### src/rtl/muldiv_unit_if.sv
// muldiv_if: request/result handshake bundle between decode, the muldiv unit and writeback.
interface muldiv_if;
    logic        in_valid;
    logic        in_ready;
    logic [2:0]  op;
    logic [31:0] rs1_val;
    logic [31:0] rs2_val;
    logic [4:0]  rd_in;
    logic        flush;
    logic        out_valid;
    logic        out_ready;
    logic [4:0]  out_rd;
    logic [31:0] out_data;
    logic        busy;
    modport master (
        output in_valid, op, rs1_val, rs2_val, rd_in, flush, out_ready,
        input  in_ready, out_valid, out_rd, out_data, busy
    );
    modport slave (
        input  in_valid, op, rs1_val, rs2_val, rd_in, flush, out_ready,
        output in_ready, out_valid, out_rd, out_data, busy
    );
endinterface

### src/rtl/muldiv_unit.sv
// muldiv_unit: RV32M multiply/divide, one bit per cycle (shift-add / restoring division).
// Define MULDIV_FAST_MUL_EN to use a single-cycle combinational multiplier instead.
module muldiv_unit (
    input logic     clk,
    input logic     rst_n,
    muldiv_if.slave bus
);
    typedef enum logic [1:0] {IDLE, MUL, DIV, DONE} state_t;
    state_t      r_state;
    logic [4:0]  r_cnt, r_rd;
    logic [1:0]  r_op;
    logic        r_neg;
    logic [31:0] r_b, r_hi, r_lo, r_out_data;
    logic        w_div_op, w_sa, w_sb, w_na, w_nb, w_neg, w_dz, w_ovf, w_direct, w_dok;
    logic [31:0] w_ma, w_mb, w_spec, w_direct_data;
    logic [31:0] w_mul_hi, w_mul_lo, w_div_hi, w_div_lo, w_mul_res, w_div_val, w_div_res;
    logic [32:0] w_madd, w_dsh;
    logic [33:0] w_dsub;
    logic [63:0] w_prod, w_sprod;
    assign w_div_op = bus.op[2];
    assign w_sa     = w_div_op ? !bus.op[0] : (bus.op[1:0] != 2'b11);
    assign w_sb     = w_div_op ? !bus.op[0] : !bus.op[1];
    assign w_na     = w_sa & bus.rs1_val[31];
    assign w_nb     = w_sb & bus.rs2_val[31];
    assign w_ma     = w_na ? -bus.rs1_val : bus.rs1_val;
    assign w_mb     = w_nb ? -bus.rs2_val : bus.rs2_val;
    // Remainders follow the dividend; everything else follows the operand signs.
    assign w_neg    = (w_div_op & bus.op[1]) ? w_na : w_na ^ w_nb;
    assign w_dz     = bus.rs2_val == 32'd0;
    assign w_ovf    = !bus.op[0] && bus.rs1_val == 32'h8000_0000 && bus.rs2_val == 32'hFFFF_FFFF;
    assign w_spec   = w_dz ? (bus.op[1] ? bus.rs1_val : 32'hFFFF_FFFF)
                           : (bus.op[1] ? 32'd0 : 32'h8000_0000);
`ifdef MULDIV_FAST_MUL_EN
    logic signed [63:0] w_fprod;
    assign w_fprod       = $signed({w_sa & bus.rs1_val[31], bus.rs1_val}) *
                           $signed({w_sb & bus.rs2_val[31], bus.rs2_val});
    assign w_direct      = w_div_op ? (w_dz | w_ovf) : 1'b1;
    assign w_direct_data = w_div_op ? w_spec
                         : (bus.op[1:0] == 2'b00 ? w_fprod[31:0] : w_fprod[63:32]);
`else
    assign w_direct      = w_div_op & (w_dz | w_ovf);
    assign w_direct_data = w_spec;
`endif
    // Multiply: {r_hi,r_lo} shifts right, r_lo starts as the multiplier, r_b is the multiplicand.
    assign w_madd    = {1'b0, r_hi} + (r_lo[0] ? {1'b0, r_b} : 33'd0);
    assign w_mul_hi  = w_madd[32:1];
    assign w_mul_lo  = {w_madd[0], r_lo[31:1]};
    assign w_prod    = {w_mul_hi, w_mul_lo};
    assign w_sprod   = r_neg ? -w_prod : w_prod;
    assign w_mul_res = r_op == 2'b00 ? w_sprod[31:0] : w_sprod[63:32];
    // Divide: r_hi is the partial remainder, r_lo shifts the dividend out and the quotient in.
    assign w_dsh     = {r_hi, r_lo[31]};
    assign w_dsub    = {1'b0, w_dsh} - {2'b00, r_b};
    assign w_dok     = !w_dsub[33];
    assign w_div_hi  = w_dok ? w_dsub[31:0] : w_dsh[31:0];
    assign w_div_lo  = {r_lo[30:0], w_dok};
    assign w_div_val = r_op[1] ? w_div_hi : w_div_lo;
    assign w_div_res = r_neg ? -w_div_val : w_div_val;
    always_ff @(posedge clk or negedge rst_n) begin
        if (!rst_n) begin
            r_state    <= IDLE;
            r_cnt      <= '0;
            r_rd       <= '0;
            r_op       <= '0;
            r_neg      <= 1'b0;
            r_b        <= '0;
            r_hi       <= '0;
            r_lo       <= '0;
            r_out_data <= '0;
        end else if (bus.flush) begin
            r_state <= IDLE;
        end else begin
            case (r_state)
                IDLE: if (bus.in_valid) begin
                    r_op  <= bus.op[1:0];
                    r_rd  <= bus.rd_in;
                    r_neg <= w_neg;
                    r_cnt <= 5'd31;
                    r_hi  <= '0;
                    r_b   <= w_div_op ? w_mb : w_ma;
                    r_lo  <= w_div_op ? w_ma : w_mb;
                    if (w_direct) begin
                        r_out_data <= w_direct_data;
                        r_state    <= DONE;
                    end else begin
                        r_state <= w_div_op ? DIV : MUL;
                    end
                end
                MUL: begin
                    r_hi  <= w_mul_hi;
                    r_lo  <= w_mul_lo;
                    r_cnt <= r_cnt - 5'd1;
                    if (r_cnt == 5'd0) begin
                        r_out_data <= w_mul_res;
                        r_state    <= DONE;
                    end
                end
                DIV: begin
                    r_hi  <= w_div_hi;
                    r_lo  <= w_div_lo;
                    r_cnt <= r_cnt - 5'd1;
                    if (r_cnt == 5'd0) begin
                        r_out_data <= w_div_res;
                        r_state    <= DONE;
                    end
                end
                DONE: if (bus.out_ready) r_state <= IDLE;
            endcase
        end
    end
    assign bus.in_ready  = r_state == IDLE;
    assign bus.busy      = r_state != IDLE;
    assign bus.out_valid = r_state == DONE;
    assign bus.out_data  = r_out_data;
    assign bus.out_rd    = r_rd;
endmodule

### src/flat_wrapper.sv
// flat-port wrapper written by rule: the top's interface ports become plain ports
module muldiv_unit_flat 
  (clk, rst_n, bus_in_valid, bus_op, bus_rs1_val, bus_rs2_val, bus_rd_in, bus_flush, bus_out_ready, bus_in_ready, bus_out_valid, bus_out_rd, bus_out_data, bus_busy);
  muldiv_if bus_i ();
  input logic clk;
  input logic rst_n;
  input wire logic [$bits(bus_i.in_valid)-1:0] bus_in_valid;
  input wire logic [$bits(bus_i.op)-1:0] bus_op;
  input wire logic [$bits(bus_i.rs1_val)-1:0] bus_rs1_val;
  input wire logic [$bits(bus_i.rs2_val)-1:0] bus_rs2_val;
  input wire logic [$bits(bus_i.rd_in)-1:0] bus_rd_in;
  input wire logic [$bits(bus_i.flush)-1:0] bus_flush;
  input wire logic [$bits(bus_i.out_ready)-1:0] bus_out_ready;
  output wire logic [$bits(bus_i.in_ready)-1:0] bus_in_ready;
  output wire logic [$bits(bus_i.out_valid)-1:0] bus_out_valid;
  output wire logic [$bits(bus_i.out_rd)-1:0] bus_out_rd;
  output wire logic [$bits(bus_i.out_data)-1:0] bus_out_data;
  output wire logic [$bits(bus_i.busy)-1:0] bus_busy;
  assign bus_i.in_valid = bus_in_valid;
  assign bus_i.op = bus_op;
  assign bus_i.rs1_val = bus_rs1_val;
  assign bus_i.rs2_val = bus_rs2_val;
  assign bus_i.rd_in = bus_rd_in;
  assign bus_i.flush = bus_flush;
  assign bus_i.out_ready = bus_out_ready;
  assign bus_in_ready = bus_i.in_ready;
  assign bus_out_valid = bus_i.out_valid;
  assign bus_out_rd = bus_i.out_rd;
  assign bus_out_data = bus_i.out_data;
  assign bus_busy = bus_i.busy;
  muldiv_unit u_core (.clk(clk), .rst_n(rst_n), .bus(bus_i));
endmodule
### config.mk
export PLATFORM = sky130hd
export DESIGN_NAME = muldiv_unit_flat
export DESIGN_NICKNAME = d
export VERILOG_FILES = /design/src/rtl/muldiv_unit_if.sv /design/src/rtl/muldiv_unit.sv /design/src/flat_wrapper.sv
export SDC_FILE = /design/constraint.sdc
export NUM_CORES = 1
export LEC_CHECK = 0
export CAP_MARGIN = 20
export CORE_ASPECT_RATIO = 1.25
export CORE_MARGIN = 2
export CORE_UTILIZATION = 55
export CTS_CLUSTER_SIZE = 20
export DETAILED_ROUTE_END_ITERATION = 10
export PLACE_DENSITY = 0.75
export SLEW_MARGIN = 20
export SYNTH_ARGS = -nofsm -noshare
export SYNTH_HDL_FRONTEND = slang
export SYNTH_SLANG_ARGS = --single-unit
export TNS_END_PERCENT = 5
### constraint.sdc
create_clock -name clk -period 12.8 [get_ports clk]
set_input_delay 3.2 -clock clk [delete_from_list [all_inputs] [get_ports clk]]
set_output_delay 3.2 -clock clk [all_outputs]
set_load 0.05 [all_outputs]
==> results.json, run 1 <==
{
  "worstReg2RegEnd": "u_core.bus.out_data[22]",
  "synth.area.top_cells": "sky130_fd_sc_hd__dfrtp_1 (22%), sky130_fd_sc_hd__o21ai_0 (8.7%), sky130_fd_sc_hd__nand2_1 (6.4%), sky130_fd_sc_hd__a21oi_1 (6.4%), sky130_fd_sc_hd__ha_1 (5.8%)",
  "drt-initial-drc-count": 2046,
  "die_height_um": 197,
  "worst-setup-path-type": "in2reg",
  "antenna_found_initial": 0,
  "die_area_um2": 31300,
  "layout_commonest_cell": "sky130_fd_sc_hd__o21ai_0",
  "setup-tns-final_ps": 0,
  "placed_cells": 2656,
  "final_hold_viol_count": 0,
  "initial_utilization": 0.561,
  "cell_area_after_synthesis_um2": 16400,
  "multi_input_comb_area_um2": 12000,
  "synth_top_cell_by_area": "sky130_fd_sc_hd__dfrtp_1",
  "required_ps": 13120,
  "drtPass1Iterations": 6,
  "timing.hold.worst_path_depth": 2,
  "minimum_clock_period_ps": 7640,
  "commonest_cells_after_routing_fill_and_taps_aside": "sky130_fd_sc_hd__o21ai_0 (285), sky130_fd_sc_hd__nand2_1 (281), sky130_fd_sc_hd__a21oi_1 (209), sky130_fd_sc_hd__nor2_1 (181), sky130_fd_sc_hd__dfrtp_1 (140)",
  "root_buffer": "sky130_fd_sc_hd__clkbuf_16",
  "worstPathArrival_ps": 7960,
  "whs_ps": 484,
  "routedLengthMet1_um": 24400,
  "drtAntennaViolNets": 0,
  "outcome": "finished clean",
  "clk_path_buf_depth": 2,
  "detail_route.wirelength_um": 59900,
  "drt_drc_violations_left": 0,
  "grt_setup_unrepaired": "false",
  "number_of_diodes": 0,
  "worst_setup_path_end_kind": "flip-flop",
  "cts_num_sinks": 143,
  "grt_start_max_net_pins": 87,
  "peak_supply_drop_mv": 0.247,
  "share_of_synthesized_registers_carrying_an_async_set_or_reset": 1.00,
  "top_layer_reached_by_signal_wires": "met4",
  "via_count": 17921,
  "postSynth.topFlopCell": "sky130_fd_sc_hd__dfrtp_1",
  "period_share": 0.597,
  "rows": 70,
  "number_of_violations_of_the_max_capacitance_limit": 0,
  "max_freq_mhz": 131,
  "design_power_total_uw": 4230,
  "nNetsFinal": 2434,
  "design.core.area_um2": 29300,
  "clk_lat_worst_skew_ps": 450,
  "nFillCells": 2718,
  "final-seq-area_um2": 3580,
  "cts_hold_repair.buffers": 0,
  "area.growth.synth_to_final_pct": 11.1,
  "yosysTopAreaCellShare": 0.218,
  "io_buffers": 116,
  "crit_path_max_fanout": 37,
  "startpoint_type": "primary input",
  "synth_edf_count": 0,
  "synth.yosys.seq_area_share": 0.218,
  "cts_post_setup_buffers_inserted": 0,
  "cts_tree": "done",
  "timing.final.setup_violations": 0,
  "wire_length_of_the_first_global_routing_pass_um": 92000,
  "htreeDepth": 4,
  "synth-warning-count": 0,
  "reg2reg_depth": 20,
  "netlist-cell-type-count": 92,
  "io-pin-count": 117,
  "worst_slew_pin_slew_ps": 1080,
  "final.setup_skew_ps": 8.00,
  "via_count_of_the_first_global_routing_pass": 16453,
  "routed-wl-met2_um": 26500,
  "finalWeightedCongestion": 0.974,
  "clk_pin_slew_worst_paths_ps": 70,
  "final_core_util": 0.623,
  "place.detailed.hpwl_um": 44800,
  "gr-total-overflow": 0,
  "hold_class": "reg2reg",
  "viasPerCell": 6.67,
  "regToRegStartpoint": "u_core.r_b[20]",
  "final_max_slew_viol_count": 0,
  "synth_seq_cells": 143,
  "fp.dieW_um": 159,
  "postSynthAreaPerCell_um2": 7.20,
  "syn_inst": 2283,
  "critical_hold_path_startpoint": "u_core.bus.out_data[14]",
  "slew_headroom": 0.277,
  "worst_hold_path.endpoint": "u_core.bus.out_data[14]",
  "ff2ff_setup_slack_ps": 6430,
  "post_cts_resize_count": 0,
  "power.density_cell_area_nw_per_um2": 231,
  "syn_nets": 2438,
  "met3RoutedLength_um": 6480,
  "overall_global_routing_resource_usage": 0.381,
  "layout-drive-gt1-share": 0.0554,
  "instances_no_fill": 2688,
  "post_drt_wl_per_cell_um": 22.3,
  "leakage_power_total_uw": 0.00722,
  "number_of_buffers_created_by_cts": 17
}
==> metal layers <==
metal | vias to the layer above | GRT usage
met3 | 156 | 0.0724
met4 | 0 | 0.162
met1 | 8390 | 0.523
li1 | 8357 | -
met5 | - | 0
met2 | 1018 | 0.585
==> cells by family after synthesis <==
group / Yosys count / synth area share
compound gates: 834 / 0.316
flops: 143 / 0.218
xor+xnor: 182 / 0.0969
buf+inv: 229 / 0.0535
simple gates: 773 / 0.227
fa+ha+maj: 78 / 0.0602
mux: 44 / 0.0281
==> worst max path at each step <==
stage	start	to	slack, ps	cells after the start
detailed placement	bus_rs2_val[8]	u_core.bus.out_data[31]	4560	13
floorplan	bus_rs2_val[8]	u_core.bus.out_data[31]	6500	13
global placement	bus_rs2_val[8]	u_core.bus.out_data[27]	4690	12
CTS	bus_rs2_val[8]	u_core.bus.out_data[31]	5010	13
finish	bus_rs2_val[8]	u_core.bus.out_data[31]	5160	13
global route	bus_rs2_val[8]	u_core.bus.out_data[21]	4850	13
==> cell usage after synthesis (17+ instances only) <==
library cell               number
sky130_fd_sc_hd__nand3_1       36
sky130_fd_sc_hd__o211ai_1      24
sky130_fd_sc_hd__xnor2_1       93
sky130_fd_sc_hd__or3_1         33
sky130_fd_sc_hd__a211oi_1      19
sky130_fd_sc_hd__ha_1          76
sky130_fd_sc_hd__a21o_1        17
sky130_fd_sc_hd__o31ai_1       29
sky130_fd_sc_hd__nor3_1        40
sky130_fd_sc_hd__nand4_1       29
sky130_fd_sc_hd__a21oi_1      209
sky130_fd_sc_hd__xor2_1        89
sky130_fd_sc_hd__nand2_1      282
sky130_fd_sc_hd__dfrtp_1      143
sky130_fd_sc_hd__clkbuf_1     139
sky130_fd_sc_hd__nor2_1       183
sky130_fd_sc_hd__nor4_1        17
sky130_fd_sc_hd__a22oi_1       21
sky130_fd_sc_hd__a31oi_1       37
sky130_fd_sc_hd__and2_1        43
sky130_fd_sc_hd__inv_1         66
sky130_fd_sc_hd__a221o_1       32
sky130_fd_sc_hd__o21ai_0      285
sky130_fd_sc_hd__mux2i_1       27
sky130_fd_sc_hd__o21ai_1       24
==> stage by stage <==
stage          setup slack (ps)  cell area (um^2)
6_report                   5160             18300
3_3_place_gp               4690             17700
2_1_floorplan              6500             16400
5_1_grt                    4850             18300
3_5_place_dp               4560             17700
4_1_cts                    5010             18300
==> report_power, final <==
group          total [uW]  switching, uW  internal [uW]
Clock                 511            228            283
Combinational        2790           1820            971
Sequential            927            312            615
Total                4230           2360           1870
==> state kept, by name, indices dropped and copies added (netlist names) <==
name,cells
u_core.r_hi,32
u_core.bus.out_data,32
u_core.r_cnt,5
u_core.r_b,32
u_core.r_lo,32
u_core.r_op,2
u_core.r_state,2
u_core.bus.out_rd,5
u_core.r_neg,1
==> cell type report <==
class / instances / share of cell area
Clock inverter: 12 / 0.00691
Sequential cell: 143 / 0.196
Multi-Input combinational cell: 1911 / 0.659
Timing Repair Buffer: 137 / 0.0721
Clock buffer: 20 / 0.0250
Inverter: 69 / 0.0142
Tap cell: 396 / 0.0271
==> critical path: stages <==
cell,delay [ps]
sky130_fd_sc_hd__clkdlybuf4s50_1,500
sky130_fd_sc_hd__or4_1,600
sky130_fd_sc_hd__or3_1,370
sky130_fd_sc_hd__nor4_1,740
sky130_fd_sc_hd__nand3_1,350
sky130_fd_sc_hd__nor2_1,320
sky130_fd_sc_hd__a21oi_1,110
sky130_fd_sc_hd__o21ai_1,240
sky130_fd_sc_hd__o211ai_4,400
sky130_fd_sc_hd__nor2_4,690
sky130_fd_sc_hd__nand2_1,160
sky130_fd_sc_hd__a21oi_1,160
sky130_fd_sc_hd__a31oi_1,100
Note: power is estimated with default switching activity, not from simulation.
==> run 2, diff against run 1 <==
==> constraint.sdc (replaced) <==
create_clock -name clk -period 7.84 [get_ports clk]
set_input_delay 1.96 -clock clk [delete_from_list [all_inputs] [get_ports clk]]
set_output_delay 1.96 -clock clk [all_outputs]
set_load 0.05 [all_outputs]
==> run 2 against run 1 <==
Net effect:
- global-route usage is 0.83 points higher
- register-to-register slack worse by 4800 ps
- via count shrank 0.32%
- first-iteration DRC count down 6.0%
- count of clock-buffer cells in the layout is 1 lower
- combinational power grew 64%
- wire length barely moved
- core utilization rose by 0.16 points
==> results.json, run 2 (synthesis gave the netlist of run 1 again) <==
{
  "outcome": "finished clean",
  "worstReg2RegEnd": "u_core.bus.out_data[22]",
  "rows": 70,
  "nFillCells": 2739,
  "reg2reg_depth": 18,
  "root_buffer": "sky130_fd_sc_hd__clkbuf_16",
  "timing.hold.worst_path_depth": 2,
  "die_area_um2": 31300,
  "fp.dieW_um": 159,
  "sw_frac_of_total": 0.550,
  "hold_class": "reg2reg",
  "die_height_um": 197,
  "startpoint_type": "primary input",
  "commonest_cells_after_routing_fill_and_taps_aside": "sky130_fd_sc_hd__o21ai_0 (285), sky130_fd_sc_hd__nand2_1 (282), sky130_fd_sc_hd__a21oi_1 (209), sky130_fd_sc_hd__nor2_1 (181), sky130_fd_sc_hd__dfrtp_1 (140)",
  "clk_lat_worst_skew_ps": 450,
  "post_dp_cell_area_um2": 17700,
  "design.core.area_um2": 29300,
  "p_switching_uw": 3830,
  "setup-tns-final_ps": 0,
  "peak_supply_drop_mv": 0.518,
  "number_of_diodes": 0,
  "initial_utilization": 0.561,
  "max_freq_mhz": 159,
  "leakage_power_total_uw": 0.00725,
  "io-pin-count": 117,
  "worstPathArrival_ps": 6680,
  "slew_headroom": 0.226,
  "nNetsFinal": 2437,
  "viasPerCell": 6.64,
  "antenna_found_initial": 0,
  "area.growth.synth_to_final_pct": 11.4,
  "drt_drc_violations_left": 0,
  "crit_path_max_fanout": 37,
  "post_cts_resize_count": 0,
  "drtPass1Iterations": 6,
  "critical_hold_path_startpoint": "u_core.bus.out_data[14]",
  "detail_route.wirelength_um": 60000,
  "io_buffers": 116,
  "final_hold_viol_count": 0,
  "grt_use_met3": 0.0685,
  "clk_pin_slew_worst_paths_ps": 60,
  "final-seq-area_um2": 3580,
  "use_met1": 0.545,
  "wire_length_of_the_first_global_routing_pass_um": 94500,
  "ff2ff_setup_slack_ps": 1670,
  "place.detailed.hpwl_um": 44500,
  "worst_hold_path.endpoint": "u_core.bus.out_data[14]",
  "clk_path_buf_depth": 2,
  "worst_slew_pin_slew_ps": 1150,
  "power.density_cell_area_nw_per_um2": 380,
  "grt_start_max_net_pins": 103,
  "grt_util_met2": 0.589,
  "cts_post_setup_buffers_inserted": 0,
  "finalWeightedCongestion": 0.979,
  "overall_global_routing_resource_usage": 0.390,
  "clock_power_share": 0.130,
  "final.setup_skew_ps": 12.0,
  "gr-max-usage-layer": "met2",
  "power.share.sequential": 0.212,
  "layout-drive-gt1-share": 0.0554,
  "worst-setup-path-type": "in2reg",
  "regToRegStartpoint": "u_core.r_hi[23]",
  "period_share": 0.803,
  "drtAntennaViolNets": 0,
  "cts_tree": "done",
  "number_of_buffers_created_by_cts": 17,
  "minimum_clock_period_ps": 6290,
  "drt-initial-drc-count": 1923,
  "required_ps": 8220,
  "cellInternalPower_uw": 3140,
  "cts_hold_repair.buffers": 0,
  "power_frac_comb": 0.657,
  "number_of_violations_of_the_max_capacitance_limit": 0,
  "layout_commonest_cell": "sky130_fd_sc_hd__o21ai_0",
  "dp_slack_ps": 1250,
  "gr-total-overflow": 0,
  "timing.final.setup_violations": 0,
  "postLayoutCellArea_um2": 18300,
  "via_count": 17863,
  "final.setup.worst_slack_ps": 1550,
  "final_max_slew_viol_count": 0,
  "cts_num_sinks": 143,
  "post_drt_wl_per_cell_um": 22.3,
  "worst_setup_path_end_kind": "flip-flop",
  "grt_setup_unrepaired": "false",
  "multi_input_comb_area_um2": 12000,
  "htreeDepth": 4,
  "via_count_of_the_first_global_routing_pass": 16835
}
## run 2: cell types whose count changed in the layout (fill, tap and decap cells not counted), sizes merged
cell	delta
buf	+3
bufinv	+3
clkbuf	-1
clkinv	-1
clkinvlp	+1
inv	-3
## run 2: worst max-delay path by stage
stage	from	endpoint	cells after the start
after global routing	bus_rs2_val[8]	u_core.bus.out_data[21]	15
after global placement	bus_rs2_val[8]	u_core.bus.out_data[21]	15
after detailed placement	bus_rs2_val[8]	u_core.bus.out_data[21]	15
after floorplan	u_core.r_hi[28]	u_core.bus.out_data[26]	21
after CTS	bus_rs2_val[8]	u_core.bus.out_data[21]	15
final	bus_rs2_val[8]	u_core.bus.out_data[21]	15
## run 2: area by class of cell
class	count	share of cell area
multi-input cells	1911	0.656
clock buffers	19	0.0242
inverters	69	0.0141
well taps	396	0.0270
repair buffers	140	0.0730
flip-flops and latches	143	0.195
clock inverters	12	0.00997
## run 2: power groups by stage
stage | sequential, uW | clock [uW] | combinational [uW]
CTS | 1440 | 908 | 4460
floorplan | 1420 | 0 | 3140
global placement | 1450 | 0 | 4360
finish | 1480 | 909 | 4580
global route | 1500 | 939 | 4970
detailed placement | 1450 | 0 | 4420
## run 2: critical path: stages
cell and delay (ps):
sky130_fd_sc_hd__clkdlybuf4s50_1 500, sky130_fd_sc_hd__or4_1 610, sky130_fd_sc_hd__or3_1 360, sky130_fd_sc_hd__nor4_1 710, sky130_fd_sc_hd__nand3_1 330, sky130_fd_sc_hd__nor2_1 300, sky130_fd_sc_hd__a21oi_1 100, sky130_fd_sc_hd__o21ai_1 240
sky130_fd_sc_hd__o211ai_4 100, sky130_fd_sc_hd__buf_4 290, sky130_fd_sc_hd__nor2_2 310, sky130_fd_sc_hd__buf_4 330, sky130_fd_sc_hd__o21a_1 210, sky130_fd_sc_hd__and3_1 170, sky130_fd_sc_hd__a221o_1 110
## run 2: routing by layer
layer  up-vias  part of all wire
met5         -                 0
met1      8278              0.41
li1       8355                 -
met3       146              0.11
met4         0             0.044
met2      1084              0.44
## run 2: through the flow
stage	std cells	total power, uW	hold slack, ps	util
finish	2690	6970	505	0.625
floorplan	2283	4560	463	-
global placement	2659	5810	467	0.603
CTS	2690	6810	506	0.625
detailed placement	2659	5870	484	0.603
global route	2690	7410	523	0.625
==> run 3, diff against run 2 <==
==> constraint.sdc (replaced) <==
create_clock -name clk -period 6.5 [get_ports clk]
set_input_delay 1.625 -clock clk [delete_from_list [all_inputs] [get_ports clk]]
set_output_delay 1.625 -clock clk [all_outputs]
set_load 0.05 [all_outputs]
==> run 3 against run 2 <==
Net effect:
- register-to-register slack worse by 710 ps
- count of clock-buffer cells in the layout is 1 lower
- power is 21% higher
- setup slack worse by 580 ps
- clock skew is 3.7 ps higher
- global-route usage is 1.2 points higher
- critical path depth stayed put
- via count is 2.5% higher
- clock power is 11% higher
- combinational power is 24% higher
- largest cell class unchanged
- highest routed layer is now met5
==> results.json, run 3 (synthesis gave the netlist of run 1 again) <==
{
  "final_max_slew_viol_count": 0,
  "worst_slew_pin_slew_ps": 1100,
  "number_of_diodes": 0,
  "nNetsFinal": 2453,
  "root_buffer": "sky130_fd_sc_hd__clkbuf_16",
  "number_of_buffers_created_by_cts": 17,
  "leakage_power_total_uw": 0.00731,
  "cts_tree": "done",
  "grt_start_max_net_pins": 102,
  "rows": 70,
  "power.density_cell_area_nw_per_um2": 458,
  "finalWeightedCongestion": 1.02,
  "multi_input_comb_area_um2": 12000,
  "worst_setup_path_end_kind": "flip-flop",
  "antenna_found_initial": 1,
  "area.growth.synth_to_final_pct": 11.9,
  "post_drt_wl_per_cell_um": 23.0,
  "outcome": "finished clean",
  "worst-setup-path-type": "reg2reg",
  "design.core.area_um2": 29300,
  "hold_class": "reg2reg",
  "period_share": 0.852,
  "wire_length_of_the_first_global_routing_pass_um": 96700,
  "post_dp_cell_area_um2": 17800,
  "fp.dieW_um": 159,
  "final-seq-area_um2": 3580,
  "overall_global_routing_resource_usage": 0.402,
  "place.detailed.hpwl_um": 46800,
  "final_core_util": 0.627,
  "commonest_cells_after_routing_fill_and_taps_aside": "sky130_fd_sc_hd__o21ai_0 (285), sky130_fd_sc_hd__nand2_1 (282), sky130_fd_sc_hd__a21oi_1 (209), sky130_fd_sc_hd__nor2_1 (181), sky130_fd_sc_hd__dfrtp_1 (141)",
  "detail_route.wirelength_um": 62300,
  "reg2reg_depth": 15,
  "worst_setup_path_startpoint": "u_core.r_lo[31]",
  "timing.critical_path.slowest_stage_cell": "sky130_fd_sc_hd__dfrtp_1",
  "crit_path_max_fanout": 9,
  "cts_num_sinks": 143,
  "drt-initial-drc-count": 2375,
  "setup-tns-final_ps": 0,
  "post_cts_resize_count": 0,
  "peak_supply_drop_mv": 0.456,
  "htreeDepth": 4,
  "required_ps": 6820,
  "layout-drive-gt1-share": 0.0627,
  "timing.critical_path.to": "u_core.bus.out_data[17]",
  "critPathMaxStageDelay_ps": 680,
  "layout_commonest_cell": "sky130_fd_sc_hd__o21ai_0",
  "io-pin-count": 117,
  "timing.final.setup_violations": 0,
  "nFillCells": 2725,
  "via_count": 18312,
  "viasPerCell": 6.76,
  "die_area_um2": 31300,
  "io_buffers": 116,
  "die_height_um": 197,
  "grt_setup_unrepaired": "false",
  "drt_drc_violations_left": 0,
  "cts_post_setup_buffers_inserted": 0,
  "worstPathArrival_ps": 5860,
  "drtPass1Iterations": 6,
  "crit_top_cell": "sky130_fd_sc_hd__o21ai_1",
  "clk_lat_worst_skew_ps": 450,
  "via_count_of_the_first_global_routing_pass": 17143,
  "clk_path_buf_depth": 2,
  "cp_cell_sequence": "inv_1, ha_1, nor2b_1, o2111ai_1, a211oi_1, o21ai_1, buf_4, a2111oi_2, o32ai_1, or4b_1, nor3_2, a21oi_1, xor2_1, a221oi_1, o21ai_1",
  "gr-total-overflow": 0,
  "slew_headroom": 0.264,
  "number_of_violations_of_the_max_capacitance_limit": 0,
  "final.setup_skew_ps": 15.6,
  "postLayoutCellArea_um2": 18400,
  "cts_hold_repair.buffers": 0,
  "final_hold_viol_count": 0,
  "drtAntennaViolNets": 0,
  "ff2ff_setup_slack_ps": 960,
  "regToRegStartpoint": "u_core.r_lo[31]",
  "minimum_clock_period_ps": 5540,
  "max_freq_mhz": 181,
  "startpoint_type": "flip-flop",
  "clk_pin_slew_worst_paths_ps": 70,
  "worstReg2RegEnd": "u_core.bus.out_data[17]",
  "initial_utilization": 0.561
}
run 3: worst min-delay path by stage:
stage                            from  cells after the start                endpoint  slack (ps)
2_1_floorplan          u_core.r_b[31]                      1          u_core.r_b[31]         460
3_3_place_gp   u_core.bus.out_data[1]                      2  u_core.bus.out_data[1]         480
3_5_place_dp   u_core.bus.out_data[3]                      2  u_core.bus.out_data[3]         490
4_1_cts        u_core.bus.out_data[3]                      2  u_core.bus.out_data[3]         500
5_1_grt          u_core.bus.out_rd[0]                      1    u_core.bus.out_rd[0]         520
6_report       u_core.bus.out_data[3]                      2  u_core.bus.out_data[3]         500
run 3: metal layers:
metal / part of all wire / track usage / wire, um / vias to the layer above
li1: - / - / - / 8382
met1: 0.39 / 0.541 / 24500 / 8585
met2: 0.43 / 0.607 / 27100 / 1144
met3: 0.12 / 0.0759 / 7220 / 199
met4: 0.057 / 0.218 / 3560 / 2
met5: 0.00018 / 0 / 11 / -
run 3: cell type report:
| cell class | count | area share |
|---|---|---|
| sequential | 143 | 0.195 |
| clock buffer | 18 | 0.0239 |
| timing repair buffer | 156 | 0.0794 |
| inverter | 69 | 0.0141 |
| multi-input combinational | 1911 | 0.654 |
| clock inverter | 14 | 0.00754 |
| tap | 396 | 0.0269 |
run 3: worst max-delay path: cells and delay by family (launching register included):
family / cells / cell delay (ps)
buffers and inverters: 2 / 350
AO/OA/AOI/OAI: 8 / 2420
AND/OR/NAND/NOR: 3 / 1480
XOR/XNOR: 1 / 200
flip-flops: 1 / 680
adder cells (fa/ha/maj): 1 / 260
run 3: power breakdown:
group	leakage (uW)	internal, uW	total [uW]	switching, uW
clock network	0.000282	573	1010	435
registers	0.00183	1210	1750	539
logic	0.00520	1950	5660	3720
run 3: stage by stage:
step                      total power (uW)  hold WS [ps]  setup WS, ps  instances
final                                 8420           501           964       2707
after global routing                  8930           522           768       2707
after CTS                             8200           503           952       2706
after detailed placement              7160           489           625       2674
after global placement                7090           478           776       2674
after floorplan                       5500           463          1290       2283
